===== src/rtl/qpi_flash_pkg.sv =====
// qpi_flash_pkg: opcode constants and shared enums for the QPI flash responder.
// Holds the transaction FSM state type and the command type latched at the
// opcode byte.
package qpi_flash_pkg;

  localparam logic [7:0] OpWren       = 8'h06;
  localparam logic [7:0] OpChipErase  = 8'h60;
  localparam logic [7:0] OpBlockErase = 8'hDC;
  localparam logic [7:0] OpProgram    = 8'h12;
  localparam logic [7:0] OpRead       = 8'hEC;
  localparam logic [7:0] OpReadSr1    = 8'h05;

  typedef enum logic [3:0] {
    StIdle,
    StOpcode,
    StAddr,
    StMode,
    StDummy,
    StReadData,
    StProgData,
    StSrOut,
    StIgnore
  } qpi_state_e;

  // Command that owns the address phase.
  typedef enum logic [1:0] {
    CmdNone,
    CmdRead,
    CmdProgram,
    CmdBlockErase
  } qpi_cmd_e;

endpackage


===== src/rtl/qpi_sync_edge.sv =====
// qpi_sync_edge: 2-flop synchronizer plus edge detector on the synchronized copy.
// Ports:
//   clk, nReset : system clock, asynchronous active-low reset
//   i_d         : asynchronous input (WIDTH bits)
//   o_q         : synchronized level
//   o_rise      : one-clk pulse per bit on a synchronized 0->1
//   o_fall      : one-clk pulse per bit on a synchronized 1->0
module qpi_sync_edge #(
  parameter int unsigned      WIDTH   = 1,
  parameter logic [WIDTH-1:0] RST_VAL = '0
) (
  input  logic             clk,
  input  logic             nReset,
  input  logic [WIDTH-1:0] i_d,
  output logic [WIDTH-1:0] o_q,
  output logic [WIDTH-1:0] o_rise,
  output logic [WIDTH-1:0] o_fall
);

  logic [WIDTH-1:0] r_meta;
  logic [WIDTH-1:0] r_sync;
  logic [WIDTH-1:0] r_prev;

  always_ff @(posedge clk or negedge nReset) begin
    if (!nReset) begin
      r_meta <= RST_VAL;
      r_sync <= RST_VAL;
      r_prev <= RST_VAL;
    end else begin
      r_meta <= i_d;
      r_sync <= r_meta;
      r_prev <= r_sync;
    end
  end

  assign o_q    = r_sync;
  assign o_rise = r_sync & ~r_prev;
  assign o_fall = ~r_sync & r_prev;

endmodule


===== src/rtl/qpi_flash_responder.sv =====
// qpi_flash_responder: QPI serial-flash target backed by a byte-wide memory.
// Supports WREN (06), READ_SR1 (05), READ (EC, 4-byte addr + mode + dummy),
// PROGRAM (12, page wrap), BLOCK_ERASE (DC, 64 KiB) and CHIP_ERASE (60).
// Ports:
//   clk, nReset          : system clock (>= 4x f_sck), async active-low reset
//   f_sck, f_ncs         : QPI clock / chip select (async to clk)
//   f_io_in              : QPI nibble bus from the pad
//   f_io_out, f_io_oe    : QPI nibble bus to the pad and its output enable
//   mem_addr, mem_wdata  : backing memory byte address / write data
//   mem_we, mem_re       : backing memory strobes (read data valid next clk)
//   mem_rdata            : backing memory read data
//   wip                  : write-in-progress (SR1[0])
// Assumes ADDR_W <= 32.
module qpi_flash_responder
  import qpi_flash_pkg::*;
#(
  parameter int unsigned ADDR_W        = 24,
  parameter int unsigned DUMMY_NIBBLES = 6
) (
  input  logic              clk,
  input  logic              nReset,
  input  logic              f_sck,
  input  logic              f_ncs,
  input  logic [3:0]        f_io_in,
  output logic [3:0]        f_io_out,
  output logic              f_io_oe,
  output logic [ADDR_W-1:0] mem_addr,
  output logic [7:0]        mem_wdata,
  output logic              mem_we,
  output logic              mem_re,
  input  logic [7:0]        mem_rdata,
  output logic              wip
);

  localparam logic [ADDR_W-1:0] PageMask  = ADDR_W'(32'h0000_00FF);
  localparam logic [ADDR_W-1:0] BlockMask = ADDR_W'(32'h0000_FFFF);
  localparam logic [7:0]        DummyLast = 8'(DUMMY_NIBBLES - 1);

  // Synchronized bus
  logic       w_sck_q, w_sck_rise, w_sck_fall;
  logic       w_ncs, w_ncs_rise, w_ncs_fall;
  logic [3:0] w_io, w_io_rise, w_io_fall;

  qpi_sync_edge #(.WIDTH(1), .RST_VAL(1'b0)) u_sync_sck (
    .clk    (clk),
    .nReset (nReset),
    .i_d    (f_sck),
    .o_q    (w_sck_q),
    .o_rise (w_sck_rise),
    .o_fall (w_sck_fall)
  );

  qpi_sync_edge #(.WIDTH(1), .RST_VAL(1'b1)) u_sync_ncs (
    .clk    (clk),
    .nReset (nReset),
    .i_d    (f_ncs),
    .o_q    (w_ncs),
    .o_rise (w_ncs_rise),
    .o_fall (w_ncs_fall)
  );

  qpi_sync_edge #(.WIDTH(4), .RST_VAL(4'h0)) u_sync_io (
    .clk    (clk),
    .nReset (nReset),
    .i_d    (f_io_in),
    .o_q    (w_io),
    .o_rise (w_io_rise),
    .o_fall (w_io_fall)
  );

  // State
  qpi_state_e        r_state, w_state_d, w_op_state;
  qpi_cmd_e          r_cmd, w_op_cmd;
  logic              r_nib_lo;
  logic [3:0]        r_hi_nib;
  logic [23:0]       r_addr_sh;
  logic [1:0]        r_byte_cnt;
  logic [7:0]        r_dummy_cnt;
  logic [ADDR_W-1:0] r_addr;
  logic              r_wel, r_wip;
  logic [4:0]        r_hold_cnt;
  logic              r_prog_pend, r_ers_pend, r_ers_busy;
  logic [ADDR_W-1:0] r_ers_first, r_ers_last, r_ers_addr;
  logic              r_tx_hi;
  logic [3:0]        r_tx_lo, r_io_out;
  logic              r_rd_vld;
  logic [7:0]        r_rd_buf;
  logic [ADDR_W-1:0] r_mem_addr;
  logic [7:0]        r_mem_wdata;
  logic              r_mem_we, r_mem_re;

  logic              w_nib_rise, w_byte_vld;
  logic [7:0]        w_byte, w_sr1, w_tx_byte;
  logic [31:0]       w_addr_full;
  logic [ADDR_W-1:0] w_new_addr, w_page_next;
  logic              w_unused;

  assign w_nib_rise  = w_sck_rise & ~w_ncs & (r_state != StIdle);
  assign w_byte_vld  = w_nib_rise & r_nib_lo;
  assign w_byte      = {r_hi_nib, w_io};
  assign w_sr1       = {6'b0, r_wel, r_wip};
  assign w_tx_byte   = (r_state == StSrOut) ? w_sr1 : r_rd_buf;
  assign w_addr_full = {r_addr_sh, w_byte};
  assign w_new_addr  = w_addr_full[ADDR_W-1:0];
  // Program address advances within the 256-byte page only.
  assign w_page_next = (r_addr & ~PageMask) | ((r_addr + ADDR_W'(1)) & PageMask);

  assign w_unused = ^{w_sck_q, w_ncs_fall, w_io_rise, w_io_fall, w_addr_full};

  // Opcode decode. While busy only READ_SR1 is honoured.
  always_comb begin
    w_op_state = StIgnore;
    w_op_cmd   = CmdNone;
    if (r_wip) begin
      if (w_byte == OpReadSr1) w_op_state = StSrOut;
    end else begin
      case (w_byte)
        OpReadSr1: w_op_state = StSrOut;
        OpRead: begin
          w_op_state = StAddr;
          w_op_cmd   = CmdRead;
        end
        OpProgram: begin
          if (r_wel) begin
            w_op_state = StAddr;
            w_op_cmd   = CmdProgram;
          end
        end
        OpBlockErase: begin
          if (r_wel) begin
            w_op_state = StAddr;
            w_op_cmd   = CmdBlockErase;
          end
        end
        default: w_op_state = StIgnore;
      endcase
    end
  end

  always_ff @(posedge clk or negedge nReset) begin
    if (!nReset) r_state <= StIdle;
    else         r_state <= w_state_d;
  end

  always_comb begin
    w_state_d = r_state;
    if (w_ncs) begin
      w_state_d = StIdle;
    end else begin
      case (r_state)
        StIdle:   w_state_d = StOpcode;
        StOpcode: if (w_byte_vld) w_state_d = w_op_state;
        StAddr: begin
          if (w_byte_vld && (r_byte_cnt == 2'd3)) begin
            case (r_cmd)
              CmdRead:    w_state_d = StMode;
              CmdProgram: w_state_d = StProgData;
              default:    w_state_d = StIgnore;
            endcase
          end
        end
        StMode: begin
          if (w_byte_vld) w_state_d = (DUMMY_NIBBLES == 0) ? StReadData : StDummy;
        end
        StDummy: if (w_nib_rise && (r_dummy_cnt == DummyLast)) w_state_d = StReadData;
        default: w_state_d = r_state;
      endcase
    end
  end

  always_ff @(posedge clk or negedge nReset) begin
    if (!nReset) begin
      r_cmd       <= CmdNone;
      r_nib_lo    <= 1'b0;
      r_hi_nib    <= 4'h0;
      r_addr_sh   <= 24'h0;
      r_byte_cnt  <= 2'd0;
      r_dummy_cnt <= 8'd0;
      r_addr      <= '0;
      r_wel       <= 1'b0;
      r_wip       <= 1'b0;
      r_hold_cnt  <= 5'd0;
      r_prog_pend <= 1'b0;
      r_ers_pend  <= 1'b0;
      r_ers_busy  <= 1'b0;
      r_ers_first <= '0;
      r_ers_last  <= '0;
      r_ers_addr  <= '0;
      r_tx_hi     <= 1'b1;
      r_tx_lo     <= 4'h0;
      r_io_out    <= 4'h0;
      r_rd_vld    <= 1'b0;
      r_rd_buf    <= 8'h00;
      r_mem_addr  <= '0;
      r_mem_wdata <= 8'h00;
      r_mem_we    <= 1'b0;
      r_mem_re    <= 1'b0;
    end else begin
      r_mem_we <= 1'b0;
      r_mem_re <= 1'b0;
      r_rd_vld <= r_mem_re;
      if (r_rd_vld) r_rd_buf <= mem_rdata;

      // Nibble assembly: high nibble first.
      if (r_state == StIdle) begin
        r_nib_lo <= 1'b0;
      end else if (w_nib_rise) begin
        r_nib_lo <= ~r_nib_lo;
        if (!r_nib_lo) r_hi_nib <= w_io;
      end

      case (r_state)
        StIdle: begin
          r_cmd       <= CmdNone;
          r_byte_cnt  <= 2'd0;
          r_dummy_cnt <= 8'd0;
          r_tx_hi     <= 1'b1;
          r_io_out    <= 4'h0;
        end
        StOpcode: begin
          if (w_byte_vld) begin
            r_cmd <= w_op_cmd;
            if (w_op_cmd == CmdProgram) r_prog_pend <= 1'b1;
            if (!r_wip && (w_byte == OpWren)) r_wel <= 1'b1;
            if (!r_wip && r_wel && (w_byte == OpChipErase)) begin
              r_ers_pend  <= 1'b1;
              r_ers_first <= '0;
              r_ers_last  <= '1;
            end
          end
        end
        StAddr: begin
          if (w_byte_vld) begin
            r_addr_sh  <= w_addr_full[23:0];
            r_byte_cnt <= r_byte_cnt + 2'd1;
            if (r_byte_cnt == 2'd3) begin
              r_addr <= w_new_addr;
              case (r_cmd)
                CmdRead: begin
                  // Prefetch the first byte during mode/dummy.
                  r_mem_re   <= 1'b1;
                  r_mem_addr <= w_new_addr;
                end
                CmdBlockErase: begin
                  r_ers_pend  <= 1'b1;
                  r_ers_first <= w_new_addr & ~BlockMask;
                  r_ers_last  <= w_new_addr | BlockMask;
                end
                default: ;
              endcase
            end
          end
        end
        StDummy: if (w_nib_rise) r_dummy_cnt <= r_dummy_cnt + 8'd1;
        StProgData: begin
          if (w_byte_vld) begin
            r_mem_we    <= 1'b1;
            r_mem_addr  <= r_addr;
            r_mem_wdata <= w_byte;
            r_addr      <= w_page_next;
          end
        end
        StReadData, StSrOut: begin
          if (w_sck_fall) begin
            if (r_tx_hi) begin
              // SR1 is re-sampled here, once per byte.
              r_io_out <= w_tx_byte[7:4];
              r_tx_lo  <= w_tx_byte[3:0];
              r_tx_hi  <= 1'b0;
              if (r_state == StReadData) begin
                r_mem_re   <= 1'b1;
                r_mem_addr <= r_addr + ADDR_W'(1);
                r_addr     <= r_addr + ADDR_W'(1);
              end
            end else begin
              r_io_out <= r_tx_lo;
              r_tx_hi  <= 1'b1;
            end
          end
        end
        default: ;
      endcase

      // End of transaction: commit program / launch erase.
      if (w_ncs_rise) begin
        r_prog_pend <= 1'b0;
        r_ers_pend  <= 1'b0;
        if (r_prog_pend) begin
          r_wel      <= 1'b0;
          r_wip      <= 1'b1;
          r_hold_cnt <= 5'd16;
        end
        if (r_ers_pend) begin
          r_ers_busy <= 1'b1;
          r_wip      <= 1'b1;
          r_ers_addr <= r_ers_first;
        end
      end

      if (r_hold_cnt != 5'd0) begin
        r_hold_cnt <= r_hold_cnt - 5'd1;
        if (r_hold_cnt == 5'd1) r_wip <= 1'b0;
      end

      // Erase walk runs independent of the bus; WIP blocks any memory command.
      if (r_ers_busy) begin
        r_mem_we    <= 1'b1;
        r_mem_addr  <= r_ers_addr;
        r_mem_wdata <= 8'hFF;
        if (r_ers_addr == r_ers_last) begin
          r_ers_busy <= 1'b0;
          r_wip      <= 1'b0;
          r_wel      <= 1'b0;
        end else begin
          r_ers_addr <= r_ers_addr + ADDR_W'(1);
        end
      end
    end
  end

  assign f_io_out  = r_io_out;
  assign f_io_oe   = (r_state == StReadData) || (r_state == StSrOut);
  assign mem_addr  = r_mem_addr;
  assign mem_wdata = r_mem_wdata;
  assign mem_we    = r_mem_we;
  assign mem_re    = r_mem_re & ~r_mem_we;
  assign wip       = r_wip;

endmodule


===== config.mk =====
export PLATFORM = sky130hd
export DESIGN_NAME = qpi_flash_responder
export DESIGN_NICKNAME = d
export VERILOG_FILES = /design/src/rtl/qpi_flash_pkg.sv /design/src/rtl/qpi_sync_edge.sv /design/src/rtl/qpi_flash_responder.sv
export SDC_FILE = /design/constraint.sdc
export NUM_CORES = 1
export LEC_CHECK = 0
export CORE_ASPECT_RATIO = 0.7
export CORE_MARGIN = 1.5
export CORE_UTILIZATION = 51
export CTS_CLUSTER_SIZE = 40
export DETAILED_ROUTE_END_ITERATION = 8
export PLACE_DENSITY = 0.7
export SLEW_MARGIN = 25
export SYNTH_ARGS = -nofsm -noshare
export SYNTH_HDL_FRONTEND = slang
export SYNTH_SLANG_ARGS = --single-unit

===== constraint.sdc =====
create_clock -name clk -period 2.7 [get_ports clk]
set_input_delay 0.405 -clock clk [delete_from_list [all_inputs] [get_ports clk]]
set_output_delay 0.405 -clock clk [all_outputs]
set_load 0.01 [all_outputs]

# After elaboration in Yosys (flattened, before gate mapping)
# Index checks and enable logic that the tools add are counted.
# op_classes
shift,0
n_mul,0
magnitude_cmp,0
addsub,5
div_mod_pow,0
n_eq_ne,47
n_reduce_logical,44
muxes,104
n_bitwise,15
# ops
operator,count
two-way mux 24 bit,25
case mux 24 bit (3 select lines),2
case mux 24 bit (2 select lines),2
"adder 24 x 1 -> 24 bit, second input constant",2
two-way mux 1 bit,41
two-way mux 4 bit,10
two-way mux 8 bit,5
"!= test 3 x 2 -> 1 bit, second input constant",9
nonzero test 2 bit,13
equality test 24 bit,1
"equality test 8 x 3 -> 1 bit, second input constant",3
bitwise OR 24 x 8 -> 24 bit,1
case mux 4 bit (5 select lines),1
"!= test 3 bit, second input constant",6
"equality test 4 x 3 -> 1 bit, second input constant",4
"equality test 8 bit, second input constant",2
"!= test 2 bit, second input constant",8
case mux 4 bit (2 select lines),2
case mux 8 bit (2 select lines),1
two-way mux 5 bit,3
AND reduction 2 bit,7
case mux 4 bit (3 select lines),1
AND reduction 6 bit,2
two-way mux 2 bit,5
30 further kinds,59
# word_totals
ram_bits,0
out_inout_bits,40
in_bits,16
elab_cells,249
rom_bits,0
ff_bits,209
latch_bits,0
n_memories,0

# Logic depth before layout (Yosys ltp)
# logic_depth
depth_word,11
ltp_mapped,9
mapped_depth_nobuf,8

# Modules after synthesis
# Synthesis repeated with hierarchy kept, for this count alone.
# hier_totals
hier_cells,974
area_unflattened_um2,9416.5
# modules_own_cells
mod,seq_area_each_um2,area_per_inst_um2,cells_per_inst,instances
qpi_flash_responder,4105.2,8862.2,944,1
qpi_sync_edge (u_sync_io),300.3,370.4,20,1
qpi_sync_edge (u_sync_ncs),78.8,93.8,5,1
qpi_sync_edge (u_sync_sck),75.1,90.1,5,1

# Worst setup path after synthesis
# Ideal clock, no wire load.
# synth_timing
path_kind,reg-to-reg
startpoint,register r_state[3]
endpoint,register r_ers_first[22]
period_less_slack_ps,2458
required_ps,2574
setup_time_ps,126
path_buffers,1
stages_incl_launch_ff,7
arrival_time_ps,2332
slack_ps,242
cell_sequence,dfrtp_1 > or4b_4 > or3_4 > or4_4 > a21oi_4 > buf_6 > o21ai_0
# synth_between
elab_chain_len,5
word_cells_on_any_way,13
cone_classes,eq/ne: 7; mux: 1; bitwise: 2; reduce/logical: 3
# synth_rtl
element,line,text
start: declaration,qpi_flash_responder.sv:72,"qpi_state_e r_state, w_state_d, w_op_state;"
start signal: assignment,qpi_flash_responder.sv:141,if (!nReset) r_state <= StIdle;
start signal: assignment,qpi_flash_responder.sv:142,else r_state <= w_state_d;
nonzero test 4 bit,qpi_flash_responder.sv:98,assign w_nib_rise = w_sck_rise & ~w_ncs & (r_state != StIdle);
AND 1 bit,qpi_flash_responder.sv:98,
AND 1 bit,qpi_flash_responder.sv:99,assign w_byte_vld = w_nib_rise & r_nib_lo;
!= test 2 bit (no source line),-,
AND reduction 6 bit (no source line),-,
end signal: assignment,qpi_flash_responder.sv:246,r_ers_first <= w_new_addr & ~BlockMask;
end: declaration,qpi_flash_responder.sv:83,"logic [ADDR_W-1:0] r_ers_first, r_ers_last, r_ers_addr;"
# Several ways; a longest one is shown, not always the timed one.
# A chain may end at the register's enable or synchronous reset.

# Final worst setup path
# layout_timing
startpoint,register r_ers_addr[5]
endpoint,register r_ers_addr[4]
# layout_between
elab_chain_len,3
# layout_rtl
element,line,text
start: declaration,qpi_flash_responder.sv:83,
start signal: assignment,qpi_flash_responder.sv:296,r_ers_addr <= r_ers_first;
start signal: assignment,qpi_flash_responder.sv:315,r_ers_addr <= r_ers_addr + ADDR_W'(1);
equality test 24 bit,qpi_flash_responder.sv:310,if (r_ers_addr == r_ers_last) begin
two-way mux 24 bit,qpi_flash_responder.sv:310,
two-way mux 24 bit,qpi_flash_responder.sv:306,if (r_ers_busy) begin
# Every way passes these cells.

==> impl_metrics.toml <==
[status]
status = "finished, final reports clean"

[cts]
post_cts_buffers = 0
cts_tree = "yes"
root_buffer = "clkbuf_16"
cts_max_path_buffers = 2
htreeDepth = 4
path_clk_slew_ns = 0.07
cts_resized = 0
clock_latency_ns = 0.44
cts.sinks = 178
cts-buffers-inserted = 17

[final_layout]
syn_to_final_growth_pct = 18.6
finalNetCount = 1063
antennaDiodeCount = 0
multi_input_area_um2 = 4380
fillCellCount = 1437
final_cell_count_no_fill = 1281
seq_area_um2 = 4460
drive_gt1_frac = 0.137

[grt]
grt_pass1_vias = 7292
grt_pass1_wl_um = 39700
use_met2 = 0.363
overflow = 0
grt_max_degree = 70
antenna_found_initial = 0
met3_usage = 0.0866
busiest_layer = "met1"
grt_usage = 0.278
use_met1 = 0.424

[timing]
slew_violations = 0
skew_ns = 0.00730
fin_tns_setup_ns = 0
min_period_over_period = 0.946
final_hold_viol_count = 0
hold_ws_ns = 0.350
layout_min_cycle_time_ns = 2.55
setup_viol = 0
fmax_mhz = 392
rsz0062_at_grt = "false"
worst-slew-pin-transition_ns = 0.650
relSlewSlack = 0.565

[critical_path]
critPathMaxFanout = 9
cp.required_ns = 3.03
crit_start = "r_ers_addr[5]"
r2r_start = "r_ers_addr[5]"
critPathKind = "reg -> reg"
start_kind = "register"
arrival_ns = 2.88
cp-end-kind = "register"

[synthesis]
synthCells = 968
synth.yosys.warnings = 0
ys_seq_elements = 178
synth_cell_type_count = 74
synth_ff_type = "dfrtp_1"
synth_edf_count = 0
ys_top_cells_by_count = "dfrtp_1, nand2_1, o21ai_0"
yosysSeqAreaShare = 0.487
synth.top_cells.by_area = "dfrtp_1, o21ai_0, nand2_1"
syn_nets = 994
syn_avg_cell_area_um2 = 9.45
syn_area_um2 = 9150
synth_area_leader_cell = "dfrtp_1"
synth.most_common_cell = "dfrtp_1"
synth_top_area_share = 0.476
async_reset_ff_frac = 1.00

[drt]
drc = 0
first_iter_violations = 899
drt-total-wl_um = 24900
vias = 7854
viasPerCell = 6.13
wl_per_cell_um = 19.4
final_antenna_net_count = 0
dr.pass1.iters = 5

[place]
gp_congestion = 0.887
port-buffer-count = 55
hpwl_um = 17600
dp_cells = 1248

[pwr]
peakVddDrop_uv = 338
p_total_mw = 5.88
power_density_nw_per_um2 = 542
p_leak_nw = 4.68

[hold_path]
hp-start = "u_sync_io.r_meta[2]"
hp-class = "reg -> reg"

[run]
maxCapViolations = 0

[floorplanning]
die_x_um = 163
rows = 40
core-area_um2 = 17400
dieArea_um2 = 18800
ioPinCount = 56
start_util = 0.527
die_h_um = 115
-- cell usage in the layout, fill, tap and decap left out, types with 6 or more instances in the layout --
cell | netlist | routed
buf_4 | 0 | 50
nand3_1 | 51 | 51
xnor2_1 | 17 | 17
inv_1 | 22 | 22
clkdlybuf4s50_1 | 0 | 54
a31oi_1 | 14 | 14
dfrtp_1 | 174 | 174
and3_1 | 25 | 25
nor3_1 | 20 | 20
a21oi_1 | 49 | 49
a22oi_1 | 9 | 9
nor4_1 | 9 | 8
a211oi_1 | 7 | 6
a21oi_2 | 8 | 8
o31ai_1 | 14 | 14
nand3b_1 | 6 | 6
nand2_1 | 108 | 108
o21ai_0 | 83 | 83
nor2_1 | 75 | 75
and2_1 | 6 | 6
nand2b_1 | 6 | 6
nand4_1 | 25 | 25
ha_1 | 10 | 10
o22ai_1 | 9 | 9
xor2_1 | 15 | 15
a41oi_1 | 6 | 6
and4_1 | 9 | 9
mux2_2 | 29 | 29
clkbuf_16 | 0 | 17
mux2i_1 | 9 | 9
-- where the power goes --
group	total, mW	leakage [nW]	switching, mW	internal, mW
combinational	0.436	1.97	0.238	0.198
clock	2.53	0.286	1.14	1.39
sequential	2.92	2.43	0.156	2.76
total	5.88	4.68	1.54	4.35
-- per-stage QoR --
| step | cell area [µm²] | util | setup slack (ns) |
|---|---|---|---|
| after floorplan | 9150 | - | 0.242 |
| after global placement | 10200 | 0.590 | 0.241 |
| after detailed placement | 10200 | 0.590 | 0.164 |
| after CTS | 10900 | 0.625 | 0.184 |
| after global routing | 10900 | 0.625 | 0.0111 |
| final | 10900 | 0.625 | 0.146 |
-- per-layer routing --
layer  up-vias  wire, µm
li1       3677         -
met1      3814     11900
met2       311      9830
met3        52      2540
met4         0       590
met5         -         0
-- area by class of cell --
class                   instances  share of cell area
flip-flops and latches        178               0.411
multi-input cells             706               0.404
repair buffers                111              0.0956
clock buffers                  17              0.0392
well taps                     231              0.0266
clock inverters                15              0.0160
inverters                      23             0.00795
-- flip-flops by register name, indices dropped and copies added (netlist names), 5 cells and up --
register	cells
mem_addr	24
r_dummy_cnt	8
r_ers_last	9
r_ers_first	8
r_addr	24
r_addr_sh	16
r_rd_buf	8
r_hold_cnt	5
mem_wdata	8
r_ers_addr	24
-- cells by family after synthesis --
| kind of cell | synth area share |
|---|---|
| adder cells (fa/ha/maj) | 0.0137 |
| AO/OA/AOI/OAI | 0.180 |
| flip-flops | 0.487 |
| multiplexers | 0.0455 |
| AND/OR/NAND/NOR | 0.205 |
| XOR/XNOR | 0.0306 |
| buffers and inverters | 0.0377 |
-- final timing paths --
| path | end | slack, ns | depth (start not counted) |
|---|---|---|---|
| min reg2reg | u_sync_io.o_q[2] | 0.35 | 0 |
| max | r_ers_addr[4] | 0.15 | 7 |
| max in group asynchronous | u_sync_ncs.r_prev | 1.34 | 3 |
| min in group asynchronous | r_ers_addr[3] | 0.53 | 2 |
| max reg2reg | r_ers_addr[4] | 0.15 | 7 |
| min | u_sync_io.o_q[2] | 0.35 | 0 |
-- worst max-delay path, cell delays in order, from the launching register on --
cell and delay (ns):
dfrtp_1 0.45, nor4_1 0.53, a41oi_1 0.26, or3_1 0.50, o21a_1 0.29, buf_12 0.16
a21oi_1 0.17, a21oi_1 0.09
-- what timing repair did --
action | CTS | global route
hold endpoints to repair | 60 | 0
hold buffers | 1 | 0
endpoints found under the setup margin | 0 | 0
Note: power is estimated with default switching activity, not from simulation.
